[src/rtl/mem_arbiter.sv]
// mem_arbiter: arbitrates fetch and data ports onto one fixed-latency main memory.
// Define ARB_RR_EN for round-robin tie-breaking; otherwise the data port wins ties.
module mem_arbiter #(
  parameter int MEM_LAT = 4
) (
  input  logic        clk,
  input  logic        rst,
  input  logic        i_req,
  input  logic [15:0] i_addr,
  output logic [15:0] i_rdata,
  output logic        i_done,
  output logic        i_err,
  input  logic        d_req,
  input  logic        d_wr,
  input  logic [15:0] d_addr,
  input  logic [15:0] d_wdata,
  output logic [15:0] d_rdata,
  output logic        d_done,
  output logic        d_err,
  output logic        mem_en,
  output logic        mem_wr,
  output logic [15:0] mem_addr,
  output logic [15:0] mem_wdata,
  input  logic [15:0] mem_rdata,
  input  logic        mem_err
);
  typedef enum logic [1:0] {IDLE, ISSUE, WAIT, ALIGN_ERR} state_t;
  state_t state, state_n;
  logic [3:0] cnt, cnt_n;
  logic last_grant;
  logic wr_q;
  logic [15:0] addr_q, wdata_q, rdata_o;
  logic any_req, grant_d, lat_hit, done, err_o;
  assign any_req = i_req | d_req;
`ifdef ARB_RR_EN
  assign grant_d = d_req & (~i_req | ~last_grant);
`else
  assign grant_d = d_req;
`endif
  assign lat_hit = cnt == 4'(MEM_LAT);
  // last_grant doubles as the owner of the transaction in flight (1 = data port)
  always_ff @(posedge clk) begin
    if (!rst) begin
      state <= IDLE;
      cnt <= '0;
      last_grant <= 1'b0;
      wr_q <= 1'b0;
      addr_q <= '0;
      wdata_q <= '0;
    end else begin
      state <= state_n;
      cnt <= cnt_n;
      if (state == IDLE && any_req) begin
        last_grant <= grant_d;
        wr_q <= grant_d & d_wr;
        addr_q <= grant_d ? d_addr : i_addr;
        wdata_q <= grant_d ? d_wdata : '0;
      end
    end
  end
  always_comb begin
    state_n = state;
    cnt_n = '0;
    case (state)
      IDLE: state_n = !any_req ? IDLE : (grant_d ? d_addr[0] : i_addr[0]) ? ALIGN_ERR : ISSUE;
      ISSUE: begin
        state_n = WAIT;
        cnt_n = 4'd1;
      end
      WAIT: begin
        state_n = lat_hit ? IDLE : WAIT;
        cnt_n = lat_hit ? 4'd0 : cnt + 4'd1;
      end
      default: state_n = IDLE;
    endcase
  end
  always_comb begin
    mem_en = state == ISSUE;
    done = (state == WAIT && lat_hit) || state == ALIGN_ERR;
    err_o = state == ALIGN_ERR || mem_err;
    rdata_o = (state == ALIGN_ERR || wr_q) ? '0 : mem_rdata;
    i_done = done & ~last_grant;
    d_done = done & last_grant;
    i_err = i_done & err_o;
    d_err = d_done & err_o;
    i_rdata = i_done ? rdata_o : '0;
    d_rdata = d_done ? rdata_o : '0;
  end
  assign mem_wr = wr_q;
  assign mem_addr = addr_q;
  assign mem_wdata = wdata_q;
endmodule

[config.mk]
export PLATFORM = sky130hd
export DESIGN_NAME = mem_arbiter
export DESIGN_NICKNAME = d
export VERILOG_FILES = /design/src/rtl/mem_arbiter.sv
export SDC_FILE = /design/constraint.sdc
export NUM_CORES = 1
export LEC_CHECK = 0
export ABC_AREA = 1
export BUFFER_PORTS_ARGS = -buffer_cell sky130_fd_sc_hd__buf_2
export CELL_PAD_IN_SITES_DETAIL_PLACEMENT = 1
export CELL_PAD_IN_SITES_GLOBAL_PLACEMENT = 1
export CORE_UTILIZATION = 27
export CTS_CLUSTER_DIAMETER = 50
export CTS_CLUSTER_SIZE = 28
export DETAILED_ROUTE_END_ITERATION = 8
export HOLD_SLACK_MARGIN = 0.08
export PLACE_DENSITY_LB_ADDON = 0.12
export SYNTH_ARGS = -nofsm -noshare
export SYNTH_HDL_FRONTEND = slang
export SYNTH_SLANG_ARGS = --single-unit
[constraint.sdc]
create_clock -name clk -period 1.55 [get_ports clk]
set_input_delay 0 -clock clk [delete_from_list [all_inputs] [get_ports clk]]
set_output_delay 0 -clock clk [all_outputs]
set_load 0.03 [all_outputs]
# Yosys cells after proc, flatten, opt, wreduce, memory -nomap -nowiden
# Index checks and enable logic that the tools add are counted.
totals:
  out_inout_bits: 70
  inputBits: 70
  elab_cells: 36
  ff_bits: 40
classes:
  eq_ne: 4
  muxes: 12
  addsub: 1
  n_reduce_logical: 6
  bitwise: 7
op_table:
  columns: ["op", "count"]
  rows:
  - ["$mux W16", 5]
  - ["$pmux W4 S2", 1]
  - ["$mux W2", 3]
  - ["$pmux W2 S3", 1]
  - ["$and A1 B1 Y1", 5]
  - ["$add A4 B1 Y4 const B", 1]
  - ["$eq A2 B2 Y1 const B", 2]
  - ["$eq A4 B3 Y1 const B", 1]
  - ["$mux W4", 1]
  - ["$logic_or A1 B1 Y1", 3]
  - ["$eq A2 B1 Y1 const B", 1]
  - ["$logic_and A1 B1 Y1", 2]
  - ["$logic_not A2 Y1", 1]
  - ["$mux W1", 1]
  - ["$not A1 Y1", 1]
  - ["$or A1 B1 Y1", 1]

# Longest topological paths before layout
logic_depth:
  ltp_word: 5
  ltp_mapped: 8
  ltp_nobuf: 8

# Worst setup path before layout
# No wires, ideal clock.
synth_timing:
  kind: "register to output"
  start: "reg state[0]"
  end: "out d_rdata[10]"
  arrival_time_ps: 1492
  t_required_ps: 1550
  path_slack_ps: 58
  path_stages_with_launch: 6
  path_buffers: 1
  cell_sequence: "dfxtp_1 ha_1 nor2_1 buf_4 nand2_1 nor2_1"
synth_between:
  elab_chain_len: 5
  word_cells_on_any_way: 8
  classes_between: "eq/ne: 2; mux: 2; bitwise: 1; reduce/logical: 3"
synth_lines:
  columns: ["item", "line", "rtl"]
  rows:
  - ["start, declared", "28", "state_t state, state_n;"]
  - ["start signal, assigned", "51", "state <= state_n;"]
  - ["$eq A2 B2 Y1", "79", "done = (state == WAIT && lat_hit) || state == ALIGN_ERR;"]
  - ["$logic_and A1 B1 Y1", "79", null]
  - ["$logic_or A1 B1 Y1", "79", null]
  - ["$and A1 B1 Y1", "83", "d_done = done & last_grant;"]
  - ["$mux W16 (*)", "87", "d_rdata = d_done ? rdata_o : '0;"]
  - ["end, declared", "17", "output logic [15:0] d_rdata,"]
# Every way passes the cells marked *; elsewhere a longest branch is shown, timed or not.

# Worst setup path after layout
layout_timing:
  start: "reg state[0]"
  end: "out d_rdata[5]"
# Same word-level chain as after synthesis.

==> out/results.ini <==
[status]
status = finished, violations left
failed_checks = setup timing

[cells_and_area]
stdcell_count = 610
insertedDiodeCount = 0
finalNetCount = 587
drive_above_1_share_pct = 49.3
design_area_um2 = 4260
area_delta_synth_final_pct = 108

[critical_path]
worstSetupPathType = reg -> out
r2r_end = mem_wdata[15]
crit_start = state[0]
cp-endpoint = d_rdata[5]
crit_buf_inv = 4
cpPeakStageDelay_ns = 0.38
cp.depth = 8
arrival_ns = 1.71
path_max_fanout = 4
crit_path_end_kind = output port
r2r_start = state[0]
start_kind = flop
cpMaxStageDelayCell = dfxtp_4
r2r_slack_ns = 0.02
worst-endpoint-required_ns = 1.55
crit_chain = inv_4 > ha_4 > inv_2 > o21ai_4 > buf_12 > nand2_4 > nor2_4 > buf_6
cp_top_family = buffers and inverters
ff2ff_path_depth = 7

[clock_tree]
clk_pin_slew_worst_paths_ns = 0.09
cts_tree = yes
numCtsBuffers = 5
cts_max_level = 2
clock_tree.root_cell = clkbuf_8
clock-sinks = 40
insertion_delay_ns = 0.29
cts_max_path_buffers = 2

[grt]
gr-usage-met3_pct = 5.82
use_met2_pct = 43.0
overflow = 0
grt_pass1_vias = 2739
antenna_found_initial = 0
top_usage_layer = met2
grt_pass1_wl_mm = 13.0
use_met1_pct = 21.6
grt_max_degree = 18
gr-usage-all-layers_pct = 21.4

[power_and_ir_drop]
total_power_w = 0.00361
cellLeakagePower_nw = 1.97
vdd_ir_drop_max_v = 0.000445
power.density_nw_per_um2 = 847

[synth]
yosys-top-cells-count = nand2_1 (134), nor2_1 (43), dfxtp_1 (40)
syn_inst = 304
yosysMostFrequentCell = nand2_1
synth_fp_nets = 381
synth_compound_area_share_pct = 11.7
yosysSeqAreaShare_pct = 39.1
async_flop_share_pct = 0
synth_warnings = 0
synth_top_family_by_area = simple AND/OR/NAND/NOR gates
synthTopCellsByArea = dfxtp_1 (39%), nand2_1 (25%), nor2_1 (7.9%), a21oi_1 (6.4%), ha_1 (4.3%)
synth_area_leader_cell = dfxtp_1
yosys.area.top_type_share_pct = 39.1
yosys.area_share.simple_pct = 35.2
synthMuxAreaShare_pct = 0
netlist_area_um2 = 2050
synth_edf_count = 0
ys_ff_latch = 40
ys.flop_type = dfxtp_1
ys_types = 24
avgSynthCellArea_um2 = 6.74
synth_xor_area_share_pct = 0.855
synth_adder_area_share_pct = 4.28

[route]
drt-initial-drc-count = 70
drc = 0
drt_pre_antenna_iters = 4
ant_nets = 0
num_vias = 2880
routed_wl_mm = 11.2
wl_per_cell_um = 18.4
viasPerCell = 4.72

[floorplanning]
placementRows = 31
die_h_um = 89.1
core_um2 = 7290
dieArea_um2 = 7940
boundaryPins = 140
initial_core_util_pct = 28.1
fp.dieW_um = 89.1

[sta]
setup_slack_ns = -0.163
worstMarginPinSlew_ns = 0.447
report.final.slew_viol_count = 0
rsz0062_at_grt = yes
setup_viol = 36
post-route-min-period_ns = 1.71
fin_crit_sh_pct = 110
hold_viol = 0
skew_ns = 0.00403
max_freq_mhz = 584
relSlewSlack_pct = 70.1

[placement]
placed_area_um2 = 2850
placed_cells = 536
port-buffer-count = 139
gp_congestion = 0.683
hpwl_mm = 5.22

[run]
maxCapViolCount = 0

[min_path]
hp-class = in -> reg

-- where the power goes --
part	switching (W)	internal [W]	leakage (nW)
Sequential	0.0000936	0.00113	0.330
Clock	0.000401	0.000485	0.0548
Combinational	0.000918	0.000581	1.59
Total	0.00141	0.00220	1.97
-- per-layer routing --
| metal | routed length [um] | up-vias |
|---|---|---|
| met1 | 3890 | 1368 |
| met4 | 463 | 0 |
| met2 | 6050 | 121 |
| met5 | 0 | - |
| li1 | - | 1353 |
| met3 | 837 | 38 |
-- registers in the layout, summed over array words and instances, names as in the netlist --
signal and count:
cnt 4, mem_wdata 16, mem_wr 1, mem_addr 16
state 2, last_grant 1
-- worst min-delay path by stage --
stage | cells after the start | from | end
6_report | 5 | d_addr[4] | mem_addr[4]
5_1_grt | 3 | d_req | last_grant
4_1_cts | 5 | d_addr[4] | mem_addr[4]
3_5_place_dp | 3 | d_wdata[4] | mem_wdata[4]
3_3_place_gp | 3 | d_wdata[6] | mem_wdata[6]
2_1_floorplan | 2 | rst | cnt[1]
-- stage by stage --
step	TNS (ns)	setup WS (ns)	util, %	hold slack (ns)
2_1_floorplan	0	0.0577	-	0.147
3_3_place_gp	0	0.106	39.1	0.256
3_5_place_dp	0	0.0265	39.1	0.260
4_1_cts	-3.10	-0.106	53.7	0.0810
5_1_grt	-6.51	-0.204	58.5	0.0976
6_report	-4.80	-0.163	58.5	0.0787
-- area by class of cell --
class,instances,area [um2]
tap,99,124
inverter,17,70.1
fill,893,3030
clock inverter,3,46.3
timing repair buffer,207,1620
multi-input combinational,239,1520
sequential,40,812
clock buffer,5,68.8
-- logic make-up after synthesis --
logic type	count (synthesis)
xor+xnor	2
buf+inv	31
simple gates	186
flops	40
fa+ha+maj	7
compound gates	38
-- layout by cell type, fill, tap and decap left out, types with 2 or more instances in the layout --
cell / instances
nand2_1: 128
buf_6: 38
buf_2: 103
nor2_1: 8
dfxtp_2: 3
clkinvlp_4: 2
clkbuf_8: 5
buf_4: 14
ha_4: 3
dfxtp_4: 2
nand2_4: 2
nand2_8: 6
inv_2: 7
ha_1: 3
dfxtp_1: 35
nor2_2: 3
nand3_1: 2
nand2_2: 8
a21oi_2: 10
o21ai_4: 2
buf_12: 5
inv_1: 7
nor2_4: 33
dlygate4sd3_1: 47
a21oi_1: 25
-- worst register-to-register path, delay by kind of cell (launching register included) --
kind,cells,cell delay [ns]
simple gates,2,0.23
flops,1,0.38
buf+inv,3,0.42
compound gates,1,0.20
fa+ha+maj,1,0.22
-- what timing repair did --
item | 4_1_cts | 5_1_grt
endpoints found under the hold margin | 34 | 0
gates cloned | 4 | 3
pin swaps | 8 | 6
hold buffers | 47 | 0
resized for setup | 115 | 73
buffers inserted | 7 | 5
setup endpoints to repair | 36 | 37
Power figures use the tool's default switching activity.
